<file path="config.mk">
export PLATFORM = sky130hd
export DESIGN_NAME = elastic_buffer_controller
export DESIGN_NICKNAME = d
export VERILOG_FILES = /design/src/rtl/elastic_buffer_pkg.sv /design/src/rtl/elastic_buffer_controller.sv
export SDC_FILE = /design/constraint.sdc
export NUM_CORES = 1
export LEC_CHECK = 0
export CAP_MARGIN = 10
export CORE_UTILIZATION = 51
export CTS_BUF_LIST = sky130_fd_sc_hd__clkbuf_2 sky130_fd_sc_hd__clkbuf_4 sky130_fd_sc_hd__clkbuf_8
export DETAILED_ROUTE_END_ITERATION = 6
export HOLD_SLACK_MARGIN = 0.06
export PLACE_DENSITY = 0.82
export SETUP_SLACK_MARGIN = 0.1
export SLEW_MARGIN = 20
export SYNTH_ARGS = -nofsm -noshare
export SYNTH_HDL_FRONTEND = slang
export SYNTH_SLANG_ARGS = --single-unit
</file>
<file path="constraint.sdc">
create_clock -name clock -period 6.8 [get_ports clock]
set_input_delay 0.68 -clock clock [delete_from_list [all_inputs] [get_ports clock]]
set_output_delay 0.68 -clock clock [all_outputs]
set_load 0.005 [all_outputs]
</file>
<file path="src/rtl/elastic_buffer_pkg.sv">
// Shared types and default tuning constants for the elastic buffer read-side
// controller.
package elastic_buffer_pkg;

  // Read-side control states
  typedef enum logic [1:0] {
    FILL        = 2'd0,
    RUN         = 2'd1,
    INSERT_HOLD = 2'd2
  } eb_state_t;

  localparam int DEF_ADDRESS_WIDTH  = 4;
  localparam int DEF_HIGH_THRESHOLD = 12;
  localparam int DEF_LOW_THRESHOLD  = 4;
  localparam int DEF_COMP_GAP       = 8;

endpackage : elastic_buffer_pkg

</file>
<file path="src/rtl/elastic_buffer_controller.sv">
// Read-side controller of a clock-compensating elastic buffer. It tracks the
// fill level from the synchronized write pointer and delivers symbols on
// demand. It keeps the fill level centred by deleting or repeating SKP symbols.
// It recovers from underflow/overflow by re-centring the read pointer.
module elastic_buffer_controller
  import elastic_buffer_pkg::*;
#(
  parameter int ADDRESS_WIDTH  = DEF_ADDRESS_WIDTH,
  parameter int HIGH_THRESHOLD = DEF_HIGH_THRESHOLD,
  parameter int LOW_THRESHOLD  = DEF_LOW_THRESHOLD,
  parameter int COMP_GAP       = DEF_COMP_GAP
) (
  input  logic                   clock,
  input  logic                   reset,
  input  logic [ADDRESS_WIDTH:0] write_pointer_sync,
  input  logic                   read_request,
  input  logic                   read_data_is_skp,
  input  logic                   clear_errors,
  output logic [ADDRESS_WIDTH:0] read_pointer,
  output logic                   read_valid,
  output logic                   skp_inserted,
  output logic                   skp_deleted,
  output logic [ADDRESS_WIDTH:0] occupancy,
  output logic                   underflow,
  output logic                   overflow
);

  localparam int DEPTH = 2 ** ADDRESS_WIDTH;
  localparam int PTR_W = ADDRESS_WIDTH + 1;
  localparam int GAP_W = $clog2(COMP_GAP) + 1;

  localparam logic [PTR_W-1:0] DEPTH_P = PTR_W'(DEPTH);
  localparam logic [PTR_W-1:0] HALF_P  = PTR_W'(DEPTH / 2);
  localparam logic [PTR_W-1:0] HIGH_P  = PTR_W'(HIGH_THRESHOLD);
  localparam logic [PTR_W-1:0] LOW_P   = PTR_W'(LOW_THRESHOLD);
  localparam logic [GAP_W-1:0] GAP_MAX = GAP_W'(COMP_GAP);

  // Thresholds must straddle the half-full point so delete and insert can
  // never both qualify on the same symbol.
  if ((LOW_THRESHOLD >= DEPTH / 2) || (HIGH_THRESHOLD <= DEPTH / 2)) begin : g_bad_thresholds
    $error("elastic_buffer_controller: need LOW_THRESHOLD < DEPTH/2 < HIGH_THRESHOLD");
  end
  if (COMP_GAP < 1) begin : g_bad_gap
    $error("elastic_buffer_controller: COMP_GAP must be at least 1");
  end

  eb_state_t        state;
  eb_state_t        next_state;
  logic [PTR_W-1:0] rd_ptr;
  logic [GAP_W-1:0] gap_cnt;
  logic             underflow_q;
  logic             overflow_q;

  logic             gap_ok;
  logic             rd_valid;
  logic             ins_pulse;
  logic             del_pulse;
  logic             ptr_adv;
  logic             gap_clr;
  logic             uf_evt;
  logic             of_evt;

  // Fill level is a plain modular difference; the wrap bit disambiguates
  // full from empty.
  assign occupancy    = write_pointer_sync - rd_ptr;
  assign read_pointer = rd_ptr;
  assign read_valid   = rd_valid;
  assign skp_inserted = ins_pulse;
  assign skp_deleted  = del_pulse;
  assign underflow    = underflow_q;
  assign overflow     = overflow_q;
  assign gap_ok       = (gap_cnt >= GAP_MAX);

  // Per-cycle decode of read, compensation and error events from state and
  // fill level. Overflow outranks everything because the read pointer must be
  // re-centred regardless of what the consumer is doing.
  always_comb begin
    next_state = state;
    rd_valid   = 1'b0;
    ins_pulse  = 1'b0;
    del_pulse  = 1'b0;
    ptr_adv    = 1'b0;
    gap_clr    = 1'b0;
    uf_evt     = 1'b0;
    of_evt     = 1'b0;
    if (occupancy == DEPTH_P) begin
      of_evt     = 1'b1;
      next_state = FILL;
    end else begin
      case (state)
        FILL: begin
          if (occupancy >= HALF_P) next_state = RUN;
        end
        RUN: begin
          if (read_request) begin
            if (occupancy == '0) begin
              uf_evt     = 1'b1;
              next_state = FILL;
            end else if (read_data_is_skp && (occupancy > HIGH_P) && gap_ok) begin
              // Drop the SKP: consume it without presenting it downstream.
              del_pulse = 1'b1;
              ptr_adv   = 1'b1;
              gap_clr   = 1'b1;
            end else if (read_data_is_skp && (occupancy < LOW_P) && gap_ok) begin
              // Repeat the SKP: present it now, re-read it next cycle.
              ins_pulse  = 1'b1;
              rd_valid   = 1'b1;
              gap_clr    = 1'b1;
              next_state = INSERT_HOLD;
            end else begin
              rd_valid = 1'b1;
              ptr_adv  = 1'b1;
            end
          end
        end
        INSERT_HOLD: begin
          if (read_request) begin
            if (occupancy == '0) begin
              uf_evt     = 1'b1;
              next_state = FILL;
            end else begin
              rd_valid   = 1'b1;
              ptr_adv    = 1'b1;
              next_state = RUN;
            end
          end
        end
        default: next_state = FILL;
      endcase
    end
  end

  // State, read pointer, compensation spacing counter and sticky error flags.
  always_ff @(posedge clock or negedge reset) begin
    if (!reset) begin
      state       <= FILL;
      rd_ptr      <= '0;
      gap_cnt     <= GAP_MAX;
      underflow_q <= 1'b0;
      overflow_q  <= 1'b0;
    end else begin
      state <= next_state;

      if (of_evt)       rd_ptr <= write_pointer_sync - HALF_P;
      else if (ptr_adv) rd_ptr <= rd_ptr + PTR_W'(1);

      if (gap_clr)                gap_cnt <= '0;
      else if (gap_cnt < GAP_MAX) gap_cnt <= gap_cnt + GAP_W'(1);

      if (uf_evt)            underflow_q <= 1'b1;
      else if (clear_errors) underflow_q <= 1'b0;

      if (of_evt)            overflow_q <= 1'b1;
      else if (clear_errors) overflow_q <= 1'b0;
    end
  end

endmodule : elastic_buffer_controller

</file>
# Word level (Yosys, flattened, before mapping)
# Index checks and enable logic that the tools add are counted.
word_totals:
  input_bits: 10
  register_bits: 13
  out_inout_bits: 15
classes:
  reduce_logical: 12
  n_addsub: 4
  order_cmp: 5
  n_mux: 50
  n_eq_ne: 8
ops:
  columns: ["operator", "n"]
  rows:
  - ["1-bit two-way mux", 36]
  - ["2-bit two-way mux", 7]
  - ["5-bit two-way mux", 2]
  - ["3-bit != test (second input constant)", 3]
  - ["4-bit two-way mux", 2]
  - ["4-bit != test (second input constant)", 2]
  - ["2-bit nonzero test", 4]
  - ["2-bit case mux with 3 select lines", 1]
  - ["5-bit by 1-bit adder with 5-bit output (second input constant)", 1]
  - ["5-bit == test (second input constant)", 1]
  - ["5-bit by 4-bit >= comparator with 1-bit output (second input constant)", 1]
  - ["5-bit by 4-bit > comparator with 1-bit output (second input constant)", 1]
  - ["5-bit zero test", 1]
  - ["5-bit by 3-bit < comparator with 1-bit output (second input constant)", 1]
  - ["5-bit AND reduction", 1]
  - ["5-bit by 4-bit subtractor with 5-bit output (second input constant)", 1]
  - ["5-bit subtractor", 1]
  - ["4-bit by 1-bit adder with 4-bit output (second input constant)", 1]
  - ["4-bit >= comparator (second input constant)", 1]
  - ["1-bit logical AND", 4]
  - ["4-bit < comparator (second input constant)", 1]
  - ["1-bit case mux with 2 select lines", 2]
  - ["2-bit by 1-bit == test with 1-bit output (second input constant)", 1]
  - ["2-bit == test (second input constant)", 1]
  - ["2 further kinds", 2]

# Logic depth before layout (Yosys ltp)
logic_depth:
  ltp_word: 12
  mapped_depth: 11
  mapped_depth_nobuf: 11

# Worst setup path after synthesis
# OpenSTA, ideal clock, no wires.
synth_timing:
  kind: "input to output"
  start: "input port write_pointer_sync[0]"
  end: "output port read_valid"
  n_path_buf: 0
  setup_slack_ns: 3.817
  arrival_time_ns: 2.303
  path_stages: 10
  path_cell_list: "inv_1 ha_1 inv_1 fa_1 a21o_1 a21oi_2 xnor2_2 o21bai_1 a21oi_1 nor3_1"
synth_via:
  elab_chain_cells: 9
synth_lines:
  columns: ["element", "line_no", "rtl"]
  rows:
  - ["from (decl)", "elastic_buffer_controller.sv:15", "input logic [ADDRESS_WIDTH:0] write_pointer_sync,"]
  - ["5-bit subtractor (*)", "elastic_buffer_controller.sv:65", "assign occupancy = write_pointer_sync - rd_ptr;"]
  - ["via occupancy[4]", "elastic_buffer_controller.sv:23", "output logic [ADDRESS_WIDTH:0] occupancy,"]
  - ["5-bit by 4-bit > comparator with 1-bit output", "elastic_buffer_controller.sv:99", "end else if (read_data_is_skp && (occupancy > HIGH_P) && gap_ok) begin"]
  - ["1-bit logical AND (2 in a row)", "elastic_buffer_controller.sv:99", null]
  - ["1-bit two-way mux", "elastic_buffer_controller.sv:99", null]
  - ["1-bit two-way mux", "elastic_buffer_controller.sv:96", "if (occupancy == '0) begin"]
  - ["1-bit two-way mux", "elastic_buffer_controller.sv:95", "if (read_request) begin"]
  - ["1-bit case mux with 2 select lines", "elastic_buffer_controller.sv:90", "case (state)"]
  - ["1-bit two-way mux (*)", "elastic_buffer_controller.sv:86", "if (occupancy == DEPTH_P) begin"]
  - ["to (decl)", "elastic_buffer_controller.sv:20", "output logic read_valid,"]
# The timed path passes the listed nets; every way through them passes the cells marked *.

# Final worst setup path
layout_timing:
  start: "input port write_pointer_sync[0]"
  end: "output port read_valid"
layout_via:
  elab_chain_cells: 9
layout_lines:
  columns: ["element", "line_no"]
  rows:
  - ["5-bit subtractor (*)", "elastic_buffer_controller.sv:65"]
  - ["5-bit by 4-bit > comparator with 1-bit output", "elastic_buffer_controller.sv:99"]
  - ["1-bit logical AND (2 in a row)", "elastic_buffer_controller.sv:99"]
  - ["1-bit two-way mux", "elastic_buffer_controller.sv:99"]
  - ["1-bit two-way mux", "elastic_buffer_controller.sv:96"]
  - ["1-bit two-way mux", "elastic_buffer_controller.sv:95"]
  - ["1-bit case mux with 2 select lines", "elastic_buffer_controller.sv:90"]
  - ["1-bit two-way mux (*)", "elastic_buffer_controller.sv:86"]
# Every way passes the cells marked *; elsewhere a longest branch is shown, timed or not.

==> out/results.tsv <==
stage	metric	value	unit
finish	layout cells sized above 1	0.101	
yosys	Post-synth EDFFs	0	
timing	final worst slack	2.64	ns
clock_tree	CTS HTree Levels	1	
clock_tree	clk sink count	13	
worst_setup_path	crit path DAT	3.48	ns
power_and_ir_drop	Cell Pwr Density	479	nW/um2
place	dpl cells	160	
clock_tree	Post-CTS Hold Buffers	0	
yosys	Post-Syn Area	1040	um2
worst_setup_path	Startpoint Class	input pin	
timing	Slew headroom	0.608	
clock_tree	Post-CTS Setup Inserts	0	
finish	Antenna Cells	0	
status	status	finished clean	
power_and_ir_drop	Pleak	0.000611	uW
die	Die Ht	47.1	um
clock_tree	CTS Root Cell	clkbuf_4	
yosys	main flop type after synthesis	dfrtp_1	
worst_setup_path	Crit path required time	6.12	ns
yosys	count of cell types in the netlist	40	
yosys	synthesis warning total	0	
worst_setup_path	register-to-register setup slack	3.92	ns
clock_tree	CTS buffer count	3	
finish	register area	327	um2
worst_setup_path	worst path cell trace	clkdlybuf4s50_1, inv_1, ha_1, inv_1, fa_1, a21o_1, a21oi_2, xnor2_2, o21bai_1, a21oi_1, nor3_1, clkdlybuf4s50_1	
worst_setup_path	Critical Path Sink Type	output port	
power_and_ir_drop	clock share of power	0.080	
clock_tree	maximum clock path buffer count	2	
power_and_ir_drop	sequential share of power	0.242	
route	DR vias/cell	5.51	
finish	Fill cells	155	
timing	Max Slew Vio Count	0	
route	Initial DRC Count	4	
global_routing	GRT Residual Overflow	0	
route	final WL	2.24	mm
power_and_ir_drop	Worst VDD drop	0.330	mV
yosys	sequential element share of the synthesized area	0.315	
yosys	Yosys reg bits	13	
place	Post-DP HPWL	1.84	mm
yosys	Synth Area per Inst	9.25	um2
power_and_ir_drop	total power	638	uW
clock_tree	TritonCTS clock tree	yes	
die	Die X	47.1	um
route	Antenna Nets Post-Route	0	
timing	Final min period	4.16	ns
worst_setup_path	worst-path fanout max	10	
clock_tree	# resized after CTS	0	
power_and_ir_drop	Int Pwr	365	uW
die	standard-cell rows	15	
timing	RSZ-0062 raised after global routing	no	
yosys	Syn Nets	134	
global_routing	largest net degree at the start of global routing	14	
finish	final core occ	0.731	
timing	fin crit share	0.612	
yosys	Async SR Flop Fraction	1.00	
global_routing	antenna violations before repair	0	
clock_tree	Clock Latency Late Sink	0.27	ns
yosys	synthesized instance count	112	
place	Buffers on Ports	24	
finish	P&R area growth vs syn	28.4	%
die	Core ar.	1820	um2
finish	Post-layout nets	162	
global_routing	first-pass GRT wire length	3.59	mm
die	die area	2220	um2
die	I/O pins	25	
timing	clock skew	0.00354	ns
power_and_ir_drop	Psw	273	uW
global_routing	vias in the first global route	840	
timing	Worst-Margin Slew	0.586	ns
finish	multi-input logic area	653	um2
finish	Finished Layout Cells	164	
route	Avg WL per Cell	13.7	um
worst_hold_path	HP Class	reg2reg	
die	Starting Density	0.569	
place	Routability Congestion	0.827	
timing	Sum Neg Setup Slack	0	ns
power_and_ir_drop	Logic pwr share	0.678	
timing	Finish-stage setup viols	0	
clock_tree	Clock Pin Slew Worst Setup and Hold Paths	0.08	ns
place	pre-CTS setup slack	2.68	ns
route	TritonRoute pass-1 iters	4	
job	max-capacitance violation count	0	
timing	endpoints failing hold	0	
worst_setup_path	Worst Setup Path Type	in2out	
power_and_ir_drop	Switching Share	0.428	
worst_setup_path	slowest stage delay, CP	0.53	ns
worst_setup_path	Max stage delay cell, worst path	clkdlybuf4s50_1	
timing	Fmax achieved	0.240	GHz
global_routing	gr usage total	0.232	
route	vias	904	
route	DRC	0	
logic make-up (layout without fill, tap and decap cells):
logic type | Yosys count | count (layout) | share of synthesized area
simple gates | 36 | 36 | 0.178
compound gates | 24 | 24 | 0.169
buf+inv | 14 | 41 | 0.0544
flops | 13 | 13 | 0.315
fa+ha+maj | 12 | 12 | 0.152
xor+xnor | 9 | 9 | 0.0906
mux | 4 | 4 | 0.0411
synthesized netlist by cell type, types with 3 or more instances:
library cell | number | area share
ha_1 | 11 | 0.13
a31oi_1 | 3 | 0.018
inv_1 | 13 | 0.047
nor2_1 | 12 | 0.043
nand3_1 | 4 | 0.019
nand2_1 | 6 | 0.022
xor2_1 | 4 | 0.034
a21oi_1 | 7 | 0.034
dfrtp_1 | 12 | 0.29
xnor2_1 | 3 | 0.025
layout by cell type, fill, tap and decap left out, types with 2 or more instances in the layout:
| cell | n |
|---|---|
| xnor2_2 | 2 |
| dfrtp_1 | 12 |
| ha_1 | 11 |
| nor2_1 | 12 |
| a21o_1 | 2 |
| and3_1 | 2 |
| inv_1 | 13 |
| a31oi_1 | 3 |
| nand2_1 | 6 |
| xor2_1 | 4 |
| a21oi_1 | 7 |
| nand3_1 | 4 |
| or3_1 | 2 |
| clkbuf_4 | 4 |
| nor3_1 | 2 |
| clkdlybuf4s50_1 | 24 |
| xnor2_1 | 3 |
| mux2i_1 | 2 |
| mux2_2 | 2 |
final cells by class:
class	count	share of cell area
multi-input cells	85	0.491
flip-flops and latches	13	0.246
repair buffers	24	0.181
inverters	13	0.0367
well taps	25	0.0235
clock buffers	4	0.0226
worst max-delay path: cells and delay by family:
kind	cells	cell delay, ns
AOI/OAI and AO/OA	4	0.79
buffers and inverters	4	1.06
xor gates and xnor gates	1	0.19
and+or+nand+nor	1	0.21
adders and majority gates	2	0.54
flip-flops by register name (all words and copies together) (netlist names):
name,cells
gap_cnt,4
read_pointer,5
state,2
underflow,1
overflow,1
per-stage QoR:
stage          hold WS (ns)  instance area (um2)
2_1_floorplan         0.384                 1040
3_3_place_gp          0.511                 1300
3_5_place_dp          0.540                 1300
4_1_cts               0.552                 1330
5_1_grt               0.586                 1330
6_report              0.547                 1330
per-layer routing:
| layer | vias to the layer above | routed length (um) | GRT usage |
|---|---|---|---|
| met5 | - | 0 | 0 |
| met4 | 0 | 36 | 0.0686 |
| met3 | 6 | 71 | 0.0231 |
| met2 | 18 | 1120 | 0.439 |
| met1 | 435 | 1020 | 0.275 |
| li1 | 445 | - | - |
power by group through the flow:
stage | Combinational (uW) | Clock, uW | Sequential (uW)
detailed placement | 434 | 0 | 156
finish | 432 | 51.1 | 154
global placement | 418 | 0 | 152
CTS | 437 | 52.6 | 155
global route | 480 | 54.4 | 159
floorplan | 279 | 0 | 149
path summary, 6_finish.rpt:
check,from,endpoint,cells past startpoint
worst max register to register,read_pointer[0],state[0],10
min in group asynchronous,reset,read_pointer[1],1
worst min-delay path,overflow,overflow,2
max in group asynchronous,reset,gap_cnt[2],1
worst max-delay path,write_pointer_sync[0],read_valid,12
worst min register to register,overflow,overflow,2
Power figures use the tool's default switching activity.
